$ cat config.mk
export PLATFORM = sky130hd
export DESIGN_NAME = button_conditioner
export DESIGN_NICKNAME = d
export VERILOG_FILES = /design/src/rtl/button_conditioner.sv
export SDC_FILE = /design/constraint.sdc
export NUM_CORES = 1
export LEC_CHECK = 0
export CAP_MARGIN = 20
export CORE_UTILIZATION = 50
export DETAILED_ROUTE_END_ITERATION = 16
export PLACE_DENSITY_LB_ADDON = 0.12
export SYNTH_ARGS = -nofsm -noshare
export SYNTH_HDL_FRONTEND = slang
export SYNTH_SLANG_ARGS = --single-unit
$ cat constraint.sdc
create_clock -name clk -period 1.66 [get_ports clk]
set_input_delay 0.415 -clock clk [delete_from_list [all_inputs] [get_ports clk]]
set_output_delay 0.415 -clock clk [all_outputs]
set_load 0.1 [all_outputs]
$ cat src/rtl/button_conditioner.sv
// button_conditioner: synchronizes, debounces and optionally auto-repeats two pushbuttons into
// single-cycle duty step pulses; simultaneous pulses on both channels cancel each other.
module button_conditioner #(
    parameter int unsigned DEBOUNCE_CYCLES = 4,
    parameter int unsigned REPEAT_EN       = 1,
    parameter int unsigned REPEAT_DELAY    = 20,
    parameter int unsigned REPEAT_RATE     = 8
) (
    input  logic clk,
    input  logic reset,
    input  logic btn_inc_raw,
    input  logic btn_dec_raw,
    output logic increase_duty,
    output logic decrease_duty
);
    localparam int unsigned RMAX = (REPEAT_DELAY > REPEAT_RATE) ? REPEAT_DELAY : REPEAT_RATE;
    localparam int CW = $clog2(DEBOUNCE_CYCLES);
    localparam int RW = $clog2(RMAX);
    logic [1:0] s1_q, s2_q, stable_q, stable_d, phase_q, phase_d, press, rep_hit, fire;
    logic [1:0][CW-1:0] cnt_q, cnt_d;
    logic [1:0][RW-1:0] rep_q, rep_d;
    logic inc_q, inc_d, dec_q, dec_d;
    // Index 0 is the increase channel, index 1 the decrease channel.
    // phase_q selects the repeat interval: 0 waits REPEAT_DELAY, 1 waits REPEAT_RATE.
    always_comb begin
        for (int i = 0; i < 2; i++) begin
            stable_d[i] = (s2_q[i] != stable_q[i] && cnt_q[i] == CW'(DEBOUNCE_CYCLES - 1)) ? s2_q[i] : stable_q[i];
            cnt_d[i] = (s2_q[i] != stable_q[i] && cnt_q[i] != CW'(DEBOUNCE_CYCLES - 1)) ? cnt_q[i] + CW'(1) : '0;
            press[i] = stable_d[i] & ~stable_q[i];
            rep_hit[i] = REPEAT_EN != 0 && stable_q[i] && stable_d[i] &&
                         rep_q[i] == (phase_q[i] ? RW'(REPEAT_RATE - 1) : RW'(REPEAT_DELAY - 1));
            rep_d[i] = (REPEAT_EN == 0 || !stable_d[i] || press[i] || rep_hit[i]) ? '0 : rep_q[i] + RW'(1);
            phase_d[i] = stable_d[i] & ~press[i] & (phase_q[i] | rep_hit[i]);
            fire[i] = press[i] | rep_hit[i];
        end
        inc_d = fire[0] & ~fire[1];
        dec_d = fire[1] & ~fire[0];
    end
    always_ff @(posedge clk) begin
        if (reset) begin
            s1_q     <= '0;
            s2_q     <= '0;
            stable_q <= '0;
            phase_q  <= '0;
            cnt_q    <= '0;
            rep_q    <= '0;
            inc_q    <= 1'b0;
            dec_q    <= 1'b0;
        end else begin
            s1_q     <= {btn_dec_raw, btn_inc_raw};
            s2_q     <= s1_q;
            stable_q <= stable_d;
            phase_q  <= phase_d;
            cnt_q    <= cnt_d;
            rep_q    <= rep_d;
            inc_q    <= inc_d;
            dec_q    <= dec_d;
        end
    end
    assign increase_duty = inc_q;
    assign decrease_duty = dec_q;
endmodule
==> run summary, run 1 <==
Status - completed
Main flop type after synthesis - dfxtp_1
Setup crit end kind - flop
Fraction of registers with async set/reset - 0%
Sequential fraction of the synthesis area - 51.9%
Power density over the cells - 798 mW/mm^2
Synth area leader - dfxtp_1
Clock Skews - 0.00315 ns
CP Buf/Inv Count - 0
Clock buffer depth - 2
Hold-fix buffers, CTS - 0
Pins Over Slew Limit - 0
Pin count of the biggest net entering global routing - 13
Ant. Diodes - 0
Endpoints failing setup - 0
Fin crit share - 87.5%
Post-CTS Setup Bufs - 0
Pleak - 0.399 nW
Hold_sp - cnt_q[0]
Most numerous cell in the Yosys netlist - dfxtp_1
Share of cells above drive strength 1 - 9.52%
Worst Hold Depth - 1
Commonest cells post-synth - dfxtp_1 (24), nor2_1 (18), inv_1 (6), nand3_1 (6)
Drt wl/cell - 10.5 um
Layout Cells excl Fill - 130
Total GRT Usage - 16.9%
Grt total ovfl - 0
Seq cells post-synth - 24
Fmax achieved - 0.688 GHz
CTS root buffer - clkbuf_4
Number of synthesized flops with an enable pin - 0
Register area - 480 um^2
Site Rows - 15
Hold EP - cnt_q[0]
Critical path data required time - 1.89 ns
Netlist cell types - 25
Delay of the slowest critical-path stage - 0.39 ns
CP delay by family, top - simple AND/OR/NAND/NOR gates
Final worst slack - 0.207 ns
Die H - 45.0 um
Global-route wire length before repair - 2410 um
Pre-CTS WS - 0.0782 ns
Max Cap Violations - 0
Worst R2R Start - rep_q[2]
Final Wtd Congestion - 0.734
Post-synthesis cell count - 95
H-tree Lvls - 1
R2r setup slk - 0.21 ns
Startpoint Class - flop
Initial antenna violation count - 0
Detail Route Antenna Nets - 0
Worst r2r path cells - 4
CTS buffer count - 3
Die area - 0.00203 mm^2
Critical path class - reg -> reg
Final WL - 1370 um
Synth top area share - 51.9%
Vias - 620
Critical-path cell list - or3b_1 > a21oi_2 > a31oi_1 > nor4_2
# IOs - 6
Worst IR Drop VDD - 0.000595 V
Area Overhead vs Synth - 15.0%
Worst path slowest cell - or3b_1
Worst-Skew Late Latency - 0.31 ns
Hpwl dp - 1050 um
Final instance area - 0.00106 mm^2
Mapped Nets - 103
DRC violations left - 0
Synth Area per Inst - 9.75 um^2
Die Width - 45.0 um
Hold_ws - 0.426 ns
Final setup TNS - 0 ns
Min-Delay Path Class - reg -> reg
Placed inst area - 0.00104 mm^2
TritonRoute pass-1 iters - 4
Fillers - 153
Clock sink count - 24
Port bufs - 5
Cells after DPL - 127
Vias per cell - 4.77
Multi-input logic area - 423 um^2
Synth area leaders - dfxtp_1 (52%), nor2_1 (7.3%), ha_1 (5.4%), xor2_1 (4.7%), nor2b_1 (3.4%)
Clk pin slew, worst setup/hold paths - 0.12 ns
Crit path DAT - 1.68 ns
R2r endpoint - increase_duty
RSZ-0062 raised after global routing - false
Synth warn - 0
Mapped Area - 926 um^2
NumNets Final - 115
Fin. Hold Viols - 0
Initial Util - 53.6%
Critical Path Fanout Max - 5
Clock period minus worst slack - 1.45 ns
Post_cts resized - 0
Core box area - 0.00173 mm^2
Worst-Margin Slew - 0.269 ns
Vias in the first global route - 604
DR iter-0 viols - 8
CTS tree - done
Max_slew headroom - 82.1%
## sequential cells by signal, summed over array words and instances, names as in the netlist
name	cells
s2_q	2
s1_q	2
cnt_q	4
stable_q	2
increase_duty	1
phase_q	2
decrease_duty	1
rep_q	10
## report_power, final
part	switching, mW	internal (mW)
clock	0.157	0.0848
combinational	0.00866	0.0144
sequential	0.00285	0.582
total	0.169	0.681
## cell type report
cell class	instances	share of cell area, %
sequential	24	45.1
clock buffer	3	2.12
tap	25	2.94
timing repair buffer	7	7.99
multi-input combinational	65	39.7
inverter	6	2.12
## how the worst max path moves through the flow
stage	start	endpoint	cells past startpoint
after CTS	rep_q[2]	increase_duty	4
after floorplan	decrease_duty	decrease_duty	0
final	rep_q[2]	increase_duty	4
after global routing	rep_q[2]	increase_duty	4
after detailed placement	reset	rep_q[9]	5
after global placement	reset	rep_q[9]	5
## layer usage
layer / vias to the layer above / wire [um] / track usage, %
li1: 335 / - / -
met1: 272 / 671 / 20.7
met2: 9 / 634 / 26.1
met3: 4 / 35 / 3.60
met4: 0 / 28 / 12.1
met5: - / 0 / 0
## per-stage QoR
| step | utilization [%] | power (mW) |
|---|---|---|
| finish | 61.7 | 0.850 |
| global route | 61.7 | 0.886 |
| CTS | 61.7 | 0.857 |
| detailed placement | 60.4 | 0.621 |
| global placement | 60.4 | 0.620 |
| floorplan | - | 0.606 |
## cells in the final DEF (no fill, tap or decap), drive strengths merged, types with 3 or more instances in the layout
| cell | instances |
|---|---|
| ha | 4 |
| clkbuf | 3 |
| xnor2 | 3 |
| a21oi | 3 |
| dfxtp | 24 |
| nor2 | 18 |
| inv | 6 |
| nand3 | 6 |
| xor2 | 5 |
| buf | 4 |
| nand2b | 4 |
| nor2b | 5 |
| clkdlybuf4s50 | 3 |
## logic make-up (layout without fill, tap and decap cells)
kind of cell	Yosys count	after routing	synth area share, %
muxes	1	1	1.08
AOI/OAI and AO/OA	6	6	4.73
buffers and inverters	6	16	2.43
adders and majority gates	4	4	5.41
DFF	24	24	51.9
and+or+nand+nor	46	46	26.9
xor gates and xnor gates	8	8	7.57
(Power assumes the default switching activity.)
==> inputs of run 2 (changes only) <==
--- a/config.mk
+++ b/config.mk
@@ -7,6 +7,7 @@
 export LEC_CHECK = 0
 export CAP_MARGIN = 20
 export CORE_UTILIZATION = 50
+export CTS_CLUSTER_DIAMETER = 120
 export DETAILED_ROUTE_END_ITERATION = 16
 export PLACE_DENSITY_LB_ADDON = 0.12
 export SYNTH_ARGS = -nofsm -noshare
==> results of run 2 <==
No change in the layout: final DEF, timing and power equal those of run 1.
==> inputs of run 3 (changes only) <==
==> constraint.sdc (replaced) <==
create_clock -name clk -period 1.66 [get_ports clk]
set_input_delay 0.415 -clock clk [delete_from_list [all_inputs] [get_ports clk]]
set_output_delay 0.415 -clock clk [all_outputs]
set_load 0.02 [all_outputs]
==> run 3 against run 2 <==
Hold slack improved by 0.0021 ns. Power decreased by 1.1%. Sequential cell count unchanged. Non-clock buffer count unchanged. Global-route usage decreased by 2.0 points. Critical path depth unchanged. Combinational power about the same. Cell count unchanged. Via count decreased by 0.97%. Sequential power about the same. Setup slack improved by 0.012 ns. Critical path type unchanged. Critical endpoint unchanged.
==> run summary, run 3 (synthesized netlist as in run 1, its figures left out) <==
Initial antenna violation count - 0 (unchanged)
RSZ-0062 raised after global routing - false (unchanged)
Clock sink count - 24 (unchanged)
Ant. Diodes - 0 (unchanged)
DR iter-0 viols - 0 (was 8)
Critical path class - reg -> reg (unchanged)
Worst IR Drop VDD - 0.000429 V (was 0.000595 V)
Final worst slack - 0.219 ns (was 0.207 ns)
Drt wl/cell - 9.68 um (was 10.5 um)
Layout Cells excl Fill - 130 (unchanged)
Pin count of the biggest net entering global routing - 13 (unchanged)
Worst path slowest cell - or3b_1 (unchanged)
Worst Hold Depth - 1 (unchanged)
Max Cap Violations - 0 (unchanged)
Initial Util - 53.6% (unchanged)
Setup crit end kind - flop (unchanged)
Critical Path Fanout Max - 5 (unchanged)
Pre-CTS WS - 0.0932 ns (was 0.0782 ns)
Hold_sp - cnt_q[0] (unchanged)
TritonRoute pass-1 iters - 1 (was 4)
Combinational share of power - 2.7% (about the same)
Clk pin slew, worst setup/hold paths - 0.11 ns (was 0.12 ns)
Worst R2R Start - rep_q[2] (unchanged)
Worst-Skew Late Latency - 0.29 ns (was 0.31 ns)
Fillers - 160 (was 153)
Switch share - 19.1% (was 19.9%)
CP Buf/Inv Count - 0 (unchanged)
Final Wtd Congestion - 0.737 (was 0.734)
CTS buffer count - 3 (unchanged)
Fin crit share - 86.8% (was 87.5%)
Biggest register - rep_q (unchanged)
Detail Route Antenna Nets - 0 (unchanged)
Grt total ovfl - 0 (unchanged)
Clock Skews - 0.00104 ns (was 0.00315 ns)
Startpoint Class - flop (unchanged)
Endpoints failing setup - 0 (unchanged)
Crit path DAT - 1.65 ns (was 1.68 ns)
Pleak - 0.427 nW (was 0.399 nW)
Clock period minus worst slack - 1.44 ns (was 1.45 ns)
H-tree Lvls - 1 (unchanged)
Final core utilization - 60.8% (was 61.7%)
Cells after DPL - 127 (unchanged)
Core box area - 0.00173 mm^2 (unchanged)
Delay of the slowest critical-path stage - 0.40 ns (was 0.39 ns)
Die H - 45.0 um (unchanged)
Pins Over Slew Limit - 0 (unchanged)
Area Overhead vs Synth - 13.4% (was 15.0%)
Hold EP - cnt_q[0] (unchanged)
NumNets Final - 115 (unchanged)
Max_slew headroom - 80.4% (was 82.1%)
Port bufs - 5 (unchanged)
Min-Delay Path Class - reg -> reg (unchanged)
Biggest regs - rep_q: 10 flops, cnt_q: 4 flops (unchanged)
Vias in the first global route - 543 (was 604)
Final setup TNS - 0 ns (unchanged)
Site Rows - 15 (unchanged)
Psw - 0.160 mW (was 0.169 mW)
Total GRT Usage - 14.9% (was 16.9%)
CTS root buffer - clkbuf_4 (unchanged)
Die Width - 45.0 um (unchanged)
Final WL - 1260 um (was 1370 um)
Worst r2r path cells - 4 (unchanged)
R2r setup slk - 0.22 ns (was 0.21 ns)
CP delay by family, top - simple AND/OR/NAND/NOR gates (unchanged)
Most frequent cells in the layout - dfxtp_1 (24), nor2_1 (18), inv_1 (6), nand3_1 (6) (unchanged)
Vias per cell - 4.72 (was 4.77)
Clk pwr share - 27.7% (was 28.5%)
Commonest non-fill, non-tap cell in the layout - dfxtp_1 (unchanged)
Max reg flops - 10 (unchanged)
DRC violations left - 0 (unchanged)
Hpwl dp - 961 um (was 1050 um)
CTS tree - done (unchanged)
Critical-path cell list - or3b_1 > a21oi_2 > a31oi_1 > nor4_2 (unchanged)
Final instance area - 0.00105 mm^2 (was 0.00106 mm^2)
Placed inst area - 0.00102 mm^2 (was 0.00104 mm^2)
P_int - 0.681 mW (about the same)
Share of cells above drive strength 1 - 7.62% (was 9.52%)
Final total power - 0.841 mW (was 0.850 mW)
Hold-fix buffers, CTS - 0 (unchanged)
Fin. Hold Viols - 0 (unchanged)
# IOs - 6 (unchanged)
Critical path data required time - 1.87 ns (was 1.89 ns)
Fmax achieved - 0.694 GHz (was 0.688 GHz)
CP startpoint - rep_q[2] (unchanged)
Clock buffer depth - 2 (unchanged)
R2r endpoint - increase_duty (unchanged)
Worst-Margin Slew - 0.293 ns (was 0.269 ns)
Hold_ws - 0.428 ns (was 0.426 ns)
Die area - 0.00203 mm^2 (unchanged)
Global-route wire length before repair - 2170 um (was 2410 um)
Vias - 614 (was 620)
Flop pwr share - 69.6% (was 68.8%)
Power density over the cells - 801 mW/mm^2 (was 798 mW/mm^2)
Status - completed (unchanged)
run 3: cell type report:
type / instances / area [um^2] / area share (%)
flip-flops and latches: 24 / 480 / 45.8
inverters: 6 / 22.5 / 2.15
repair buffers: 7 / 70.1 / 6.67
multi-input cells: 65 / 423 / 40.3
well taps: 25 / 31.3 / 2.98
clock buffers: 3 / 22.5 / 2.15
run 3: worst max path at each step:
stage / end / cells after the start / slack [ns]
6_report: increase_duty / 4 / 0.22
5_1_grt: increase_duty / 4 / 0.13
4_1_cts: increase_duty / 1 / 0.01
3_5_place_dp: rep_q[7] / 5 / 0.09
3_3_place_gp: rep_q[9] / 5 / 0.11
2_1_floorplan: increase_duty / 4 / 0.37
run 3: power by group through the flow:
stage / combinational, mW / clock, mW / sequential [mW]
after global placement: 0.0228 / 0 / 0.597
after global routing: 0.0261 / 0.265 / 0.586
final: 0.0228 / 0.233 / 0.585
after detailed placement: 0.0231 / 0 / 0.598
after CTS: 0.0232 / 0.252 / 0.585
after floorplan: 0.00863 / 0 / 0.597
run 3: layer usage:
metal	vias to the layer above	share of wire [%]	global-route usage (%)	routed length, um
li1	334	-	-	-
met1	272	53	19.7	664
met2	6	44	21.7	549
met3	2	2.6	2.40	33
met4	0	0.95	10.9	12
met5	-	0	0	0
run 3: repair_timing:
| item | CTS | global route |
|---|---|---|
| endpoints found under the setup margin | 0 | 2 |
| gates resized for setup | 0 | 2 |
| buffers inserted | 0 | 0 |
